**src/rtl/osc_meas_ctrl_pkg.sv**
```systemverilog
// osc_ctrl_pkg: shared types and constants for the ring-oscillator
// measurement controller and its synchronizer.
//   - osc_state_e     : controller FSM states
//   - *_DEF           : default parameter widths
//   - OSC_SYNC_STAGES : metastability flops ahead of the edge-detect register
package osc_ctrl_pkg;

  typedef enum logic [1:0] {
    IDLE    = 2'd0,
    SETTLE  = 2'd1,
    MEASURE = 2'd2,
    DONE    = 2'd3
  } osc_state_e;

  localparam int CNT_W_DEF       = 16;
  localparam int WIN_W_DEF       = 16;
  localparam int SETTLE_W_DEF    = 8;
  localparam int OSC_SYNC_STAGES = 2;

endpackage

```
**src/rtl/osc_sync_edge.sv**
```systemverilog
// osc_sync_edge: brings an asynchronous level into the clk domain through a
// STAGES-deep synchronizer and flags its rising edges with one extra register.
// Shared by the oscillator path and other asynchronous analog-status inputs.
// Ports:
//   i_clk   - system clock
//   i_rst   - synchronous active-high reset
//   i_async - asynchronous input level
//   o_rise  - one-cycle pulse when the synchronized level goes 0 -> 1
// STAGES must be at least 2.
module osc_sync_edge
  import osc_ctrl_pkg::*;
#(
  parameter int STAGES = OSC_SYNC_STAGES
) (
  input  logic i_clk,
  input  logic i_rst,
  input  logic i_async,
  output logic o_rise
);

  logic [STAGES-1:0] r_sync;
  logic              r_prev;

  // Synchronizer shift chain plus the delayed copy used for edge detection.
  always_ff @(posedge i_clk) begin
    if (i_rst) begin
      r_sync <= '0;
      r_prev <= 1'b0;
    end else begin
      r_sync <= {r_sync[STAGES-2:0], i_async};
      r_prev <= r_sync[STAGES-1];
    end
  end

  assign o_rise = r_sync[STAGES-1] & ~r_prev;

endmodule

```
**src/rtl/osc_meas_ctrl.sv**
```systemverilog
// osc_meas_ctrl: enables the ring oscillator, waits a settle time, counts
// synchronized rising edges of osc_in over a window of clk cycles and hands
// the count to the host through result_valid/result_ready.
// Ports:
//   clk, rst                  - clock, synchronous active-high reset
//   start, abort              - begin measurement (IDLE only) / force IDLE
//   window_len, settle_len    - latched on accepted start
//   cont_mode                 - continuous re-measure request
//   osc_in                    - asynchronous oscillator output
//   osc_en, busy              - oscillator enable, not-IDLE indicator
//   result, overflow          - last window's count and saturation flag
//   result_valid/result_ready - host handshake
// Build option: define OSC_CONT_EN to enable continuous measurement; without
// it cont_mode is ignored and every measurement is single-shot.
module osc_meas_ctrl
  import osc_ctrl_pkg::*;
#(
  parameter int CNT_W    = CNT_W_DEF,
  parameter int WIN_W    = WIN_W_DEF,
  parameter int SETTLE_W = SETTLE_W_DEF
) (
  input  logic                clk,
  input  logic                rst,
  input  logic                start,
  input  logic                abort,
  input  logic [WIN_W-1:0]    window_len,
  input  logic [SETTLE_W-1:0] settle_len,
  input  logic                cont_mode,
  input  logic                osc_in,
  output logic                osc_en,
  output logic                busy,
  output logic [CNT_W-1:0]    result,
  output logic                overflow,
  output logic                result_valid,
  input  logic                result_ready
);

  // One down-counter serves both the settle and the measure phases.
  localparam int TMR_W = (WIN_W > SETTLE_W) ? WIN_W : SETTLE_W;

  osc_state_e       r_state;
  logic [TMR_W-1:0] r_tmr;
  logic [WIN_W-1:0] r_win;
  logic [CNT_W-1:0] r_cnt;
  logic             r_ovf_win;
  logic             r_osc_en;
  logic             r_busy;
  logic             r_valid;
  logic [CNT_W-1:0] r_result;
  logic             r_overflow;

  logic             w_rise;
  logic [CNT_W-1:0] w_cnt_next;
  logic             w_ovf_next;
  logic [TMR_W-1:0] w_settle_m1;
  logic [TMR_W-1:0] w_win_m1;

`ifdef OSC_CONT_EN
  logic r_cont;
`else
  logic w_unused_cont;
  assign w_unused_cont = cont_mode;
`endif

  osc_sync_edge #(
    .STAGES (OSC_SYNC_STAGES)
  ) u_sync (
    .i_clk   (clk),
    .i_rst   (rst),
    .i_async (osc_in),
    .o_rise  (w_rise)
  );

  // Saturating edge count and timer reload values (zero lengths act as one).
  always_comb begin
    w_cnt_next = r_cnt;
    w_ovf_next = r_ovf_win;
    if (w_rise) begin
      if (r_cnt == {CNT_W{1'b1}}) begin
        w_ovf_next = 1'b1;
      end else begin
        w_cnt_next = r_cnt + CNT_W'(1'b1);
      end
    end else begin
      w_cnt_next = r_cnt;
    end
    if (settle_len == {SETTLE_W{1'b0}}) begin
      w_settle_m1 = {TMR_W{1'b0}};
    end else begin
      w_settle_m1 = TMR_W'(settle_len) - TMR_W'(1'b1);
    end
    if (r_win == {WIN_W{1'b0}}) begin
      w_win_m1 = {TMR_W{1'b0}};
    end else begin
      w_win_m1 = TMR_W'(r_win) - TMR_W'(1'b1);
    end
  end

  // Measurement FSM with registered outputs; abort overrides everything but rst.
  always_ff @(posedge clk) begin
    if (rst) begin
      r_state    <= IDLE;
      r_tmr      <= {TMR_W{1'b0}};
      r_win      <= {WIN_W{1'b0}};
      r_cnt      <= {CNT_W{1'b0}};
      r_ovf_win  <= 1'b0;
      r_osc_en   <= 1'b0;
      r_busy     <= 1'b0;
      r_valid    <= 1'b0;
      r_result   <= {CNT_W{1'b0}};
      r_overflow <= 1'b0;
`ifdef OSC_CONT_EN
      r_cont     <= 1'b0;
`endif
    end else if (abort) begin
      r_state  <= IDLE;
      r_osc_en <= 1'b0;
      r_busy   <= 1'b0;
      r_valid  <= 1'b0;
    end else begin
      case (r_state)
        IDLE: begin
          if (start) begin
            r_state  <= SETTLE;
            r_win    <= window_len;
            r_tmr    <= w_settle_m1;
            r_osc_en <= 1'b1;
            r_busy   <= 1'b1;
`ifdef OSC_CONT_EN
            r_cont   <= cont_mode;
`endif
          end
        end
        SETTLE: begin
          if (r_tmr == {TMR_W{1'b0}}) begin
            r_state   <= MEASURE;
            r_tmr     <= w_win_m1;
            r_cnt     <= {CNT_W{1'b0}};
            r_ovf_win <= 1'b0;
          end else begin
            r_tmr <= r_tmr - TMR_W'(1'b1);
          end
        end
        MEASURE: begin
          r_cnt     <= w_cnt_next;
          r_ovf_win <= w_ovf_next;
          if (r_tmr == {TMR_W{1'b0}}) begin
            // Capture includes an edge detected in this final cycle.
            r_state    <= DONE;
            r_result   <= w_cnt_next;
            r_overflow <= w_ovf_next;
            r_valid    <= 1'b1;
`ifdef OSC_CONT_EN
            r_osc_en   <= r_cont;
`else
            r_osc_en   <= 1'b0;
`endif
          end else begin
            r_tmr <= r_tmr - TMR_W'(1'b1);
          end
        end
        DONE: begin
          if (result_ready) begin
            r_valid <= 1'b0;
`ifdef OSC_CONT_EN
            if (r_cont && cont_mode) begin
              // Oscillator is already running: skip the settle phase.
              r_state   <= MEASURE;
              r_tmr     <= w_win_m1;
              r_cnt     <= {CNT_W{1'b0}};
              r_ovf_win <= 1'b0;
            end else begin
              r_state  <= IDLE;
              r_osc_en <= 1'b0;
              r_busy   <= 1'b0;
            end
`else
            r_state  <= IDLE;
            r_osc_en <= 1'b0;
            r_busy   <= 1'b0;
`endif
          end
        end
        default: begin
          r_state  <= IDLE;
          r_osc_en <= 1'b0;
          r_busy   <= 1'b0;
          r_valid  <= 1'b0;
        end
      endcase
    end
  end

  assign osc_en       = r_osc_en;
  assign busy         = r_busy;
  assign result       = r_result;
  assign overflow     = r_overflow;
  assign result_valid = r_valid;

endmodule

```
**config.mk**
```make
export PLATFORM = sky130hd
export DESIGN_NAME = osc_meas_ctrl
export DESIGN_NICKNAME = d
export VERILOG_FILES = /design/src/rtl/osc_meas_ctrl_pkg.sv /design/src/rtl/osc_sync_edge.sv /design/src/rtl/osc_meas_ctrl.sv
export SDC_FILE = /design/constraint.sdc
export NUM_CORES = 1
export LEC_CHECK = 0
export BUFFER_PORTS_ARGS = -buffer_cell sky130_fd_sc_hd__buf_4
export CORE_UTILIZATION = 32
export CTS_BUF_LIST = sky130_fd_sc_hd__clkbuf_4
export DETAILED_ROUTE_END_ITERATION = 16
export HOLD_SLACK_MARGIN = 0.03
export PLACE_DENSITY = 0.61
export SLEW_MARGIN = 15
export SYNTH_ARGS = -nofsm -noshare
export SYNTH_HDL_FRONTEND = slang
export SYNTH_SLANG_ARGS = --single-unit
```
**constraint.sdc**
```tcl
create_clock -name clk -period 3.05 [get_ports clk]
set_input_delay 0 -clock clk [delete_from_list [all_inputs] [get_ports clk]]
set_output_delay 0 -clock clk [all_outputs]
set_load 0.01 [all_outputs]
```
* After elaboration in Yosys (flattened, before gate mapping)
Index checks and enable logic that the tools add are counted.
** Cells by class
- $add $sub $neg :: 4
- Equal/unequal tests :: 9
- Multiplexer cells :: 25
- Bitwise gates (word level) :: 3
- Reductions and logical operators :: 18
** Operators by type and width (count)
- $mux W16 :: 8
- $pmux W16 S3 :: 1
- $logic_not A16 Y1 :: 2
- $pmux W16 S2 :: 1
- $sub A16 B1 Y16 const B :: 2
- $add A16 B1 Y16 const B :: 1
- $eq A16 B16 Y1 const B :: 1
- $reduce_and A3 Y1 :: 5
- $reduce_and A4 Y1 :: 3
- $ne A2 B2 Y1 const B :: 5
- $sub A8 B1 Y9 const B :: 1
- $logic_not A8 Y1 :: 1
- $mux W2 :: 4
- $pmux W2 S4 :: 1
- $mux W1 :: 6
- $pmux W1 S2 :: 3
- $reduce_bool A2 Y1 :: 3
- $reduce_bool A3 Y1 :: 2
- $eq A2 B2 Y1 const B :: 2
- $pmux W1 S3 :: 1
- $eq A2 B1 Y1 const B :: 1
- $logic_not A2 Y1 :: 1
- $not A1 Y1 :: 2
- $reduce_or A2 Y1 :: 1
- $and A1 B1 Y1 :: 1
** Word-level totals
- Register bits after elaboration :: 74
- Output and inout port bits :: 20
- Logic and storage cells :: 71

* Longest topological paths before layout
- Depth in word-level cells :: 4
- Mapped depth :: 9
- Depth with buffers taken out :: 7

* By module
A second synthesis with hierarchy kept.
** Unflattened totals
- Cells, all modules :: 541
- Area total of the unflattened synthesis :: 4220.3 sq um
** Modules (own cells, without submodules)
- osc_meas_ctrl :: instances 1, cells an instance 534, area each 4132.7 sq um, sequential area each 1421.4 sq um
- osc_sync_edge :: instances 1, cells an instance 7, area each 87.6 sq um, sequential area each 60.1 sq um

* Worst setup path before layout
OpenSTA, ideal clock, no wires.
- Kind :: register to register
- Start :: reg r_state[0]
- End :: reg r_tmr[0]
- Setup time :: 0.119 ns
- Arrival time :: 2.140 ns
- Slack :: 0.792 ns
- Stages on the path, launching flop included :: 9
- Buffers on the path :: 1
- Clock period less this slack :: 2.258 ns
- Cell sequence :: dfxtp_1 inv_1 ha_1 nor2b_1 or3_1 a21oi_1 buf_2 o221ai_1 o221a_2
** Between the ends
- Longest elaborated chain between the ends :: 3
- Elaborated cells between the ends (all ways) :: 8
- Those cells by class :: eq/ne: 4; mux: 1; reduce/logical: 3
** Ends and longest elaborated chain
- start: declaration :: RTL line osc_meas_ctrl.sv:41 : osc_state_e r_state;
- start signal: assignment :: RTL line osc_meas_ctrl.sv:102 : r_state <= IDLE;
- start signal: assignment :: RTL line osc_meas_ctrl.sv:116 : r_state <= IDLE;
- start signal: assignment :: RTL line osc_meas_ctrl.sv:124 : r_state <= SETTLE;
- $eq A2 B2 Y1 (tied with other cells) :: RTL line osc_meas_ctrl.sv:121 : case (r_state)
- $ne A2 B2 Y1 (no line) or $reduce_bool A3 Y1 (tied branches)
- $reduce_and A4 Y1 (no line)
- end signal: assignment :: RTL line osc_meas_ctrl.sv:126 : r_tmr <= w_settle_m1;
- end signal: assignment :: RTL line osc_meas_ctrl.sv:137 : r_tmr <= w_win_m1;
- end signal: assignment :: RTL line osc_meas_ctrl.sv:141 : r_tmr <= r_tmr - TMR_W'(1'b1);
- end: declaration :: RTL line osc_meas_ctrl.sv:42 : logic [TMR_W-1:0] r_tmr;
Several ways; a longest one is shown, not always the timed one.
A chain may end at the register's enable or synchronous reset.

* Worst setup path in the final report
- Start :: reg r_win[0]
- End :: reg r_tmr[0]
** Between the ends
- Longest elaborated chain between the ends :: 4
- Elaborated cells between the ends (all ways) :: 5
- Those cells by class :: add/sub: 1; mux: 3; reduce/logical: 1
** Ends and longest elaborated chain
- start: declaration :: RTL line osc_meas_ctrl.sv:43 : logic [WIN_W-1:0] r_win;
- start signal: assignment :: RTL line osc_meas_ctrl.sv:104 : r_win <= {WIN_W{1'b0}};
- start signal: assignment :: RTL line osc_meas_ctrl.sv:125 : r_win <= window_len;
- $sub A16 B1 Y16 or $logic_not A16 Y1 (tied branches) :: RTL line osc_meas_ctrl.sv:95, osc_meas_ctrl.sv:92
- $mux W16 (*) :: RTL line osc_meas_ctrl.sv:92 : if (r_win == {WIN_W{1'b0}}) begin
- $mux W16 (*) :: RTL line osc_meas_ctrl.sv:135 : if (r_tmr == {TMR_W{1'b0}}) begin
- $pmux W16 S3 (*) :: RTL line osc_meas_ctrl.sv:121
Mark *: on every way between the ends. The rest lies on a longest branch, timed or not.

==> impl_metrics.yaml <==
run_status:
  status: "finished, final reports clean"
placement:
  port_buffers: 49
  dpl.cell_count: 721
  hpwlAfterDp_um: 7820
  gp_congestion: 0.875
  dpl_cell_area_um2: 4770
power:
  power_frac_comb_pct: 22.0
  p_int_w: 0.00145
  seq_power_share_pct: 49.3
  total_power_w: 0.00208
  swShare_pct: 30.5
  power.share.clock_pct: 28.7
  p_leak_nw: 1.89
  power-per-cell-area_nw_per_um2: 407
  ir_worst_vdd_uv: 166
  p_sw_w: 0.000634
layout:
  multi_input_comb_area_um2: 2580
  final-seq-area_um2: 1480
  fillers: 1303
  fin_cells: 758
  layout_common_cells: "dfxtp_1, nand2_1, a21oi_1"
  drive_above_1_share_pct: 14.2
  area_growth_syn_to_layout_pct: 19.9
  final_common_cell: "dfxtp_1"
  diodes: 0
  postLayoutCellArea_um2: 5110
  nNetsFinal: 621
die:
  die_h_um: 117
  pin_count: 51
  die_w_um: 117
  rows: 41
  fp.dieArea_um2: 13800
  core_um2: 12800
  start_util_pct: 33.3
yosys:
  synth_edf_count: 0
  netlist_instances: 523
  synthDominantCellAreaShare_pct: 34.8
  ys_ff_latch: 74
  ys_seq_area_share_pct: 34.8
  synthTopCellsByArea: "dfxtp_1, a21oi_1, nand2_1"
  synth.distinct_cells: 70
  synth_area_um2: 4260
  synthFlopType: "dfxtp_1"
  syn-num-nets: 563
  synth_top_area_cell: "dfxtp_1"
  synth_warnings: 0
  synth_area_per_cell_um2: 8.14
  async_flop_share_pct: 0
grt:
  grt_start_max_net_pins: 62
  grt.total_usage_pct: 16.1
  grt.overflow.total: 0
  antenna_found_initial: 0
  grt_pass1_wl_um: 18100
  grt_pass1_vias: 3775
critical_path:
  path_class: "flop to flop"
  required_ns: 3.39
  arrival_ns: 3.03
  crit_path_end_kind: "flop"
  reg2regPathDepth: 7
  startpoint_type: "flop"
  worstPathMaxFanout: 15
sta:
  slew_headroom_pct: 30.1
  hold_viol: 0
  fin_crit_ns: 2.69
  clock.fmax_ghz: 0.371
  fin_crit_sh_pct: 88.3
  rsz0062_at_grt: "false"
  final.setup.tns_ns: 0
  skew_ns: 0.0154
  tightest_slew_ns: 1.05
  finalMaxSlewViolations: 0
  holdWs_ns: 0.0561
  setup_viol: 0
detailed_routing:
  wl_per_cell_um: 14.5
  routed_via_density: 5.38
  ant_nets: 0
  num_vias: 4081
  drt_iter0_markers: 232
  routed_wl_um: 11000
  drcViolationCount: 0
  dr.pass1.iters: 5
cts:
  insertion_delay_ns: 0.44
  numCtsBuffers: 9
  clk_pin_slew_worst_paths_ns: 0.11
  htreeDepth: 3
  cts_tree: "done"
  cts_root_buf: "clkbuf_4"
  clock_path_buffers: 2
  cts.sinks: 74
worst_hold_path:
  hold_path.class: "input pin to flop"
  hold_depth: 5
flow_run:
  maxCapViolCount: 0
==> what timing repair did <==
item / CTS / global route
gates resized for setup: 0 / 0
hold endpoints to repair: 24 / 0
buffers inserted: 0 / 0
hold buffers: 21 / 0
==> layer usage <==
metal	wire, µm	global-route usage (%)
met2	4790	23.8
met1	5540	22.4
met3	497	3.45
met4	179	6.41
met5	0	0
==> cells by family (layout without fill, tap and decap cells) <==
family / count (synthesis) / after routing / share of synthesized area [%]
AND/OR/NAND/NOR: 191 / 191 / 25.2
flip-flops: 74 / 74 / 34.8
buffers and inverters: 51 / 114 / 4.70
XOR/XNOR: 27 / 27 / 5.55
AO/OA/AOI/OAI: 160 / 160 / 24.5
adder cells (fa/ha/maj): 9 / 9 / 2.64
multiplexers: 11 / 11 / 2.61
==> stage by stage <==
step,util [%],worst slack [ns]
6_report,40.0,0.356
5_1_grt,40.0,0.116
4_1_cts,40.0,0.333
3_5_place_dp,37.3,0.344
3_3_place_gp,37.3,0.433
2_1_floorplan,-,0.792
==> critical path, cell delays in order, from the launching register on <==
cell and delay (ns):
dfxtp_1 0.35, inv_1 0.09, ha_1 0.18, nor3b_2 0.38, nand2_1 0.20, o311ai_2 0.89
o221ai_1 0.21, o221a_2 0.30
==> cell type report <==
cell class	count	area share, %
multi-input combinational	398	50.6
sequential	74	29.0
timing repair buffer	75	12.0
tap	172	4.21
inverter	23	1.69
clock buffer	11	1.62
clock inverter	5	0.882
==> path summary, 6_finish.rpt <==
kind,startpoint,end,slack (ns)
worst max-delay path,r_win[0]$_SDFFE_PP0P_,r_tmr[0]$_SDFFE_PP0P_,0.36
worst min-delay path,settle_len[3],r_tmr[3]$_SDFFE_PP0P_,0.06
worst max register to register,r_win[0]$_SDFFE_PP0P_,r_tmr[0]$_SDFFE_PP0P_,0.36
worst min register to register,u_sync.r_sync[0]$_SDFF_PP0_,u_sync.r_sync[1]$_SDFF_PP0_,0.46
==> cell usage after synthesis (6+ instances only) <==
cell type   n
dfxtp_1    74
nand2_1    58
a21oi_1    55
nor2_1     24
inv_1      23
o21ai_0    22
clkbuf_1   20
nor3_1     19
xor2_1     15
nand3_1    13
o22ai_1    12
xnor2_1    12
mux2i_1    10
or3_1      10
or4_1      10
ha_1        9
nand4_1     9
nor2b_1     8
a211o_1     7
o31ai_1     7
a211oi_1    6
buf_2       6
o32ai_1     6
==> registers in the layout, indices dropped and copies added (netlist names) <==
signal and flops:
result_valid 1, r_state 2, overflow 1, u_sync.r_prev 1, result 16, osc_en 1
r_tmr 16, busy 1, r_ovf_win 1, r_cnt 16, r_win 16, u_sync.r_sync 2
==> power by group through the flow <==
stage | sequential [W] | clock [W] | combinational, W
after detailed placement | 0.00105 | 0 | 0.000434
after floorplan | 0.00104 | 0 | 0.000313
after global placement | 0.00105 | 0 | 0.000430
final | 0.00103 | 0.000597 | 0.000459
after CTS | 0.00103 | 0.000620 | 0.000457
after global routing | 0.00103 | 0.000663 | 0.000505
Power figures use the tool's default switching activity.
